File: src/rtl/fifo_d1_pkg.sv
// Shared sizing helpers and parameter legality checks for the fifo_ctrl_d1 slice.
package fifo_d1_pkg;

    localparam int unsigned DEF_ADDR_W   = 3;
    localparam int unsigned DEF_AF_LEVEL = 6;
    localparam int unsigned DEF_AE_LEVEL = 1;

    function automatic int unsigned depth_of(input int unsigned addr_w);
        return 32'(1) << addr_w;
    endfunction

    // Count needs one extra bit to represent a completely full FIFO.
    function automatic int unsigned cnt_w_of(input int unsigned addr_w);
        return addr_w + 1;
    endfunction

    function automatic bit af_level_ok(input int unsigned lvl, input int unsigned depth);
        return (lvl >= 1) && (lvl <= depth);
    endfunction

    function automatic bit ae_level_ok(input int unsigned lvl, input int unsigned depth);
        return lvl <= depth - 1;
    endfunction

endpackage

File: src/rtl/fifo_ptr_d1.sv
// Wrapping ADDR_W-bit RAM pointer with synchronous reset, clear and increment.
module fifo_ptr_d1 #(
    parameter int unsigned ADDR_W = 3
) (
    input  logic              clk,
    input  logic              reset_i,
    input  logic              clr_i,
    input  logic              inc_i,
    output logic [ADDR_W-1:0] ptr_o
);

    logic [ADDR_W-1:0] ptr_q;
    logic [ADDR_W-1:0] ptr_d;

    always_comb begin
        ptr_d = ptr_q;
        if (clr_i) begin
            ptr_d = '0;
        end else if (inc_i) begin
            ptr_d = ptr_q + ADDR_W'(1);
        end
    end

    always_ff @(posedge clk) begin
        if (reset_i) begin
            ptr_q <= '0;
        end else begin
            ptr_q <= ptr_d;
        end
    end

    assign ptr_o = ptr_q;

endmodule

File: src/rtl/fifo_ctrl_d1.sv
// Pointer, occupancy and flag controller for the main-FIFO RAM (first-word-fall-through).
// Optional FIFO_ERR_FLAGS_EN adds registered overflow/underflow pulse outputs.
module fifo_ctrl_d1
    import fifo_d1_pkg::*;
#(
    parameter int unsigned ADDR_W   = DEF_ADDR_W,
    parameter int unsigned AF_LEVEL = DEF_AF_LEVEL,
    parameter int unsigned AE_LEVEL = DEF_AE_LEVEL
) (
    input  logic              clk,
    input  logic              reset,
    input  logic              flush,
    input  logic              push,
    input  logic              pop,
    output logic              wr_en,
    output logic              rd_en,
    output logic [ADDR_W-1:0] wr_ptr,
    output logic [ADDR_W-1:0] rd_ptr,
    output logic [ADDR_W:0]   count,
    output logic              full,
    output logic              empty,
    output logic              almost_full,
    output logic              almost_empty,
    output logic              data_valid
`ifdef FIFO_ERR_FLAGS_EN
    ,
    output logic              overflow,
    output logic              underflow
`endif
);

    localparam int unsigned DEPTH = depth_of(ADDR_W);
    localparam int unsigned CNT_W = cnt_w_of(ADDR_W);

    localparam logic [CNT_W-1:0] FULL_CNT = CNT_W'(DEPTH);
    localparam logic [CNT_W-1:0] AF_CNT   = CNT_W'(AF_LEVEL);
    localparam logic [CNT_W-1:0] AE_CNT   = CNT_W'(AE_LEVEL);

    if (!af_level_ok(AF_LEVEL, DEPTH)) begin : g_af_illegal
        $error("fifo_ctrl_d1: AF_LEVEL must lie in 1..DEPTH");
    end
    if (!ae_level_ok(AE_LEVEL, DEPTH)) begin : g_ae_illegal
        $error("fifo_ctrl_d1: AE_LEVEL must lie in 0..DEPTH-1");
    end

    logic [CNT_W-1:0] count_q;
    logic [CNT_W-1:0] count_d;
    logic             push_ok;
    logic             pop_ok;
    logic             kill;

    // A full FIFO still accepts a push when a pop frees the slot at the same edge.
    assign kill    = reset | flush;
    assign push_ok = push & (~full | pop);
    assign pop_ok  = pop & ~empty;
    assign wr_en   = push_ok & ~kill;
    assign rd_en   = pop_ok & ~kill;

    fifo_ptr_d1 #(.ADDR_W(ADDR_W)) u_wr_ptr (
        .clk     (clk),
        .reset_i (reset),
        .clr_i   (flush),
        .inc_i   (push_ok),
        .ptr_o   (wr_ptr)
    );

    fifo_ptr_d1 #(.ADDR_W(ADDR_W)) u_rd_ptr (
        .clk     (clk),
        .reset_i (reset),
        .clr_i   (flush),
        .inc_i   (pop_ok),
        .ptr_o   (rd_ptr)
    );

    always_comb begin
        count_d = count_q;
        unique case ({push_ok, pop_ok})
            2'b10:   count_d = count_q + CNT_W'(1);
            2'b01:   count_d = count_q - CNT_W'(1);
            default: count_d = count_q;
        endcase
        if (flush) begin
            count_d = '0;
        end
    end

    always_ff @(posedge clk) begin
        if (reset) begin
            count_q <= '0;
        end else begin
            count_q <= count_d;
        end
    end

    // Flags are pure decodes of the registered count.
    assign count        = count_q;
    assign full         = (count_q == FULL_CNT);
    assign empty        = (count_q == '0);
    assign almost_full  = (count_q >= AF_CNT);
    assign almost_empty = (count_q <= AE_CNT);
    assign data_valid   = ~empty;

`ifdef FIFO_ERR_FLAGS_EN
    logic overflow_q;
    logic underflow_q;

    always_ff @(posedge clk) begin
        if (kill) begin
            overflow_q  <= 1'b0;
            underflow_q <= 1'b0;
        end else begin
            overflow_q  <= push & ~push_ok;
            underflow_q <= pop & ~pop_ok;
        end
    end

    assign overflow  = overflow_q;
    assign underflow = underflow_q;
`endif

endmodule

File: config.mk
export PLATFORM = sky130hd
export DESIGN_NAME = fifo_ctrl_d1
export DESIGN_NICKNAME = d
export VERILOG_FILES = /design/src/rtl/fifo_d1_pkg.sv /design/src/rtl/fifo_ptr_d1.sv /design/src/rtl/fifo_ctrl_d1.sv
export SDC_FILE = /design/constraint.sdc
export NUM_CORES = 1
export LEC_CHECK = 0
export ABC_AREA = 1
export CORE_MARGIN = 2
export CORE_UTILIZATION = 45
export CTS_BUF_LIST = sky130_fd_sc_hd__clkbuf_4
export CTS_CLUSTER_SIZE = 8
export DETAILED_ROUTE_END_ITERATION = 6
export GPL_ROUTABILITY_DRIVEN = 1
export PLACE_DENSITY = 0.8
export SLEW_MARGIN = 15
export SYNTH_ARGS = -nofsm -noshare
export SYNTH_HDL_FRONTEND = slang
export SYNTH_SLANG_ARGS = --single-unit
File: constraint.sdc
create_clock -name clk -period 2.2 [get_ports clk]
set_input_delay 0.33 -clock clk [delete_from_list [all_inputs] [get_ports clk]]
set_output_delay 0.33 -clock clk [all_outputs]
set_load 0.03 [all_outputs]
==> impl_results.md <==
- Ys flop type: dfxtp_1
- Clk pin slew, worst setup/hold paths: 60 ps
- Final period util: 94.6%
- Fin crit period: 2080 ps
- Initial Utilization: 48.6%
- Drt total wl: 1.25 mm
- Yosys top cell by area: dfxtp_1
- Largest net degree at the start of global routing: 8
- Worst slack at placement: 131 ps
- Max-slew violation count: 0
- Asr flop ratio synth: 0%
- Placed instance count: 129
- Adder-Cell Fraction of Synth Area: 13.9%
- Post-CTS Hold Fix Bufs: 0
- Final Hold Vio Count: 0
- CP Max Fanout: 4
- Fin nets: 131
- Syn avg cell area: 6.94 sq um
- RSZ-0062 raised after global routing: no
- Core area: 1300 sq um
- Setup crit end: almost_empty
- Residual DRC: 0
- TritonCTS Buffers: 3
- Net Count, Synth: 103
- Worst R2R Start: count[0]$_SDFFE_PP0P_
- Post-CTS Resized: 1
- Diodes inserted: 0
- Clk sink count: 10
- Avg Vias per Cell: 4.75
- Worst reg2reg path depth: 11
- Vias in the first global route: 511
- Leak: 0.443 nW
- XOR/XNOR Fraction of Synth Area: 2.77%
- CP arrival: 1750 ps
- Pwr/cell area: 511 nW/um^2
- Initial antenna violation count: 0
- CP required: 1870 ps
- Global Route Usage Sum: 15.4%
- Largest family of logic cells by synthesized area: simple AND/OR/NAND/NOR gates
- Die Area: 1720 sq um
- DR pass1 iterations: 4
- Post-DP HPWL: 987 um
- Fmax achieved: 0.480 GHz
- Gp weighted congestion: 0.790
- I/O Buffers: 21
- GRT Residual Overflow: 0
- Setup_tns: 0 ps
- Global-route wire length before repair: 2.06 mm
- CP Launch Point: count[1]$_SDFFE_PP0P_
- Commonest cells in the netlist: nand2_1 (17), nor2_1 (17), inv_1 (13)
- IO Count: 22
- Max clock buf depth: 2
- P&R area growth vs syn: 42.0%
- Die W: 41.5 um
- Post-synthesis compound-gate area fraction: 9.11%
- Gate Count Post-Synth: 91
- Via count: 632
- CTS tree: done
- VDD IR-drop max: 0.363 mV
- Max-cap violation count: 0
- Hold Crit Class: flop to flop
- Height of the die: 41.5 um
- Flop2flop setup slack: 310 ps
- Post-synthesis mux area share: 0%
- Yosys warning count: 0
- Reg-to-Reg End: count[3]$_SDFFE_PP0P_
- Setup-failing EPs final: 0
- Worst Setup End Kind: primary output
- Largest cells by area after synthesis: dfxtp_1 (32%), ha_1 (14%), nand2_1 (10%)
- Post-CTS setup buffer count: 0
- Critical Path Start Type: flop
- Post-synth EDFFs: 0
- Skew final: 0.865 ps
- Total power: 0.459 mW
- Num rows: 13
- Post-synth cell types: 17
- Area of the mapped netlist: 632 sq um
- DRC marker count from the first detailed-route iteration: 16
- Register area share after synthesis: 31.7%
- Synth Register Bits: 10
- Routed wire per std cell: 9.41 um
- Min setup slack post-route: 119 ps
- H-tree depth: 1
- Status: finished clean
- Post-route insts no fill: 133
- CP Class: flop to primary output
- Layout cells sized above 1: 11.0%
- Clock Tree Root: clkbuf_4
- Tightest Pin Transition: 316 ps
- Max_slew headroom: 78.9%
- Final ANT Viol Nets: 0
- Simple-Gate Fraction of Synth Area: 32.5%
- Top cell type's share of synthesized area: 31.7%
- Worst-Skew Late Latency: 260 ps
how the worst min path moves through the flow:
stage,from,to,slack [ps],cells past startpoint
floorplan,push,u_wr_ptr.ptr_o[0]$_SDFFE_PP0P_,490,2
finish,u_wr_ptr.ptr_o[1]$_SDFFE_PP0P_,u_wr_ptr.ptr_o[1]$_SDFFE_PP0P_,480,2
global placement,u_wr_ptr.ptr_o[1]$_SDFFE_PP0P_,u_wr_ptr.ptr_o[1]$_SDFFE_PP0P_,470,2
CTS,u_wr_ptr.ptr_o[1]$_SDFFE_PP0P_,u_wr_ptr.ptr_o[1]$_SDFFE_PP0P_,490,2
global route,u_wr_ptr.ptr_o[1]$_SDFFE_PP0P_,u_wr_ptr.ptr_o[1]$_SDFFE_PP0P_,500,2
detailed placement,u_wr_ptr.ptr_o[1]$_SDFFE_PP0P_,u_wr_ptr.ptr_o[1]$_SDFFE_PP0P_,480,2
final cells by class:
cell class	instances	area, sq um
clock buffer	3	22.5
clock inverter	1	3.75
fill	118	404
inverter	14	52.6
multi-input combinational	66	368
sequential	10	200
tap	15	18.8
timing repair buffer	24	231
kinds of logic (layout without fill, tap and decap cells):
| logic type | after synthesis | after routing |
|---|---|---|
| xor+xnor | 2 | 2 |
| simple gates | 46 | 46 |
| fa+ha+maj | 7 | 7 |
| buf+inv | 15 | 42 |
| compound gates | 11 | 11 |
| flops | 10 | 10 |
flip-flops by register name (all words and copies together), names as in the netlist:
name,cells
u_rd_ptr.ptr_o,3
count,4
u_wr_ptr.ptr_o,3
metal layers:
metal	track usage (%)	share of wire [%]
met2	23.1	47
met4	9.68	0.96
met3	4.35	4.4
met1	19.1	48
met5	0	0
cell usage in the layout, fill, tap and decap left out:
cell	synthesis	final
dlygate4sd2_1	0	1
xor2_1	2	2
o21ai_0	4	4
nor2_2	1	1
clkinv_1	0	1
o211ai_1	1	1
nand2_1	17	17
inv_2	1	1
inv_1	13	13
nand2_2	2	2
nand2_4	2	2
or2_1	1	1
buf_4	0	4
dlymetal6s2s_1	0	1
ha_1	7	7
nand3_1	5	5
a21oi_1	6	6
dfxtp_1	10	10
clkdlybuf4s50_1	0	18
nor2_1	17	17
clkbuf_4	0	3
nor3_1	1	1
metrics by stage:
step	hold WS [ps]	utilization (%)	instance area, sq um
2_1_floorplan	490	-	632
3_3_place_gp	471	66.8	870
3_5_place_dp	476	66.8	870
4_1_cts	486	68.8	895
5_1_grt	499	68.9	897
6_report	485	68.9	897
critical path: stages (launching register included):
cell	delay, ps
dfxtp_1	310
inv_1	90
ha_1	240
nand2_2	120
nand2_1	70
clkdlybuf4s50_1	660
report_power, final:
part	switching, mW	internal [mW]	total, mW
registers	0.00433	0.187	0.191
clock network	0.0615	0.0655	0.127
logic	0.0834	0.0572	0.141
No activity file was read; power rests on OpenSTA's default activity.
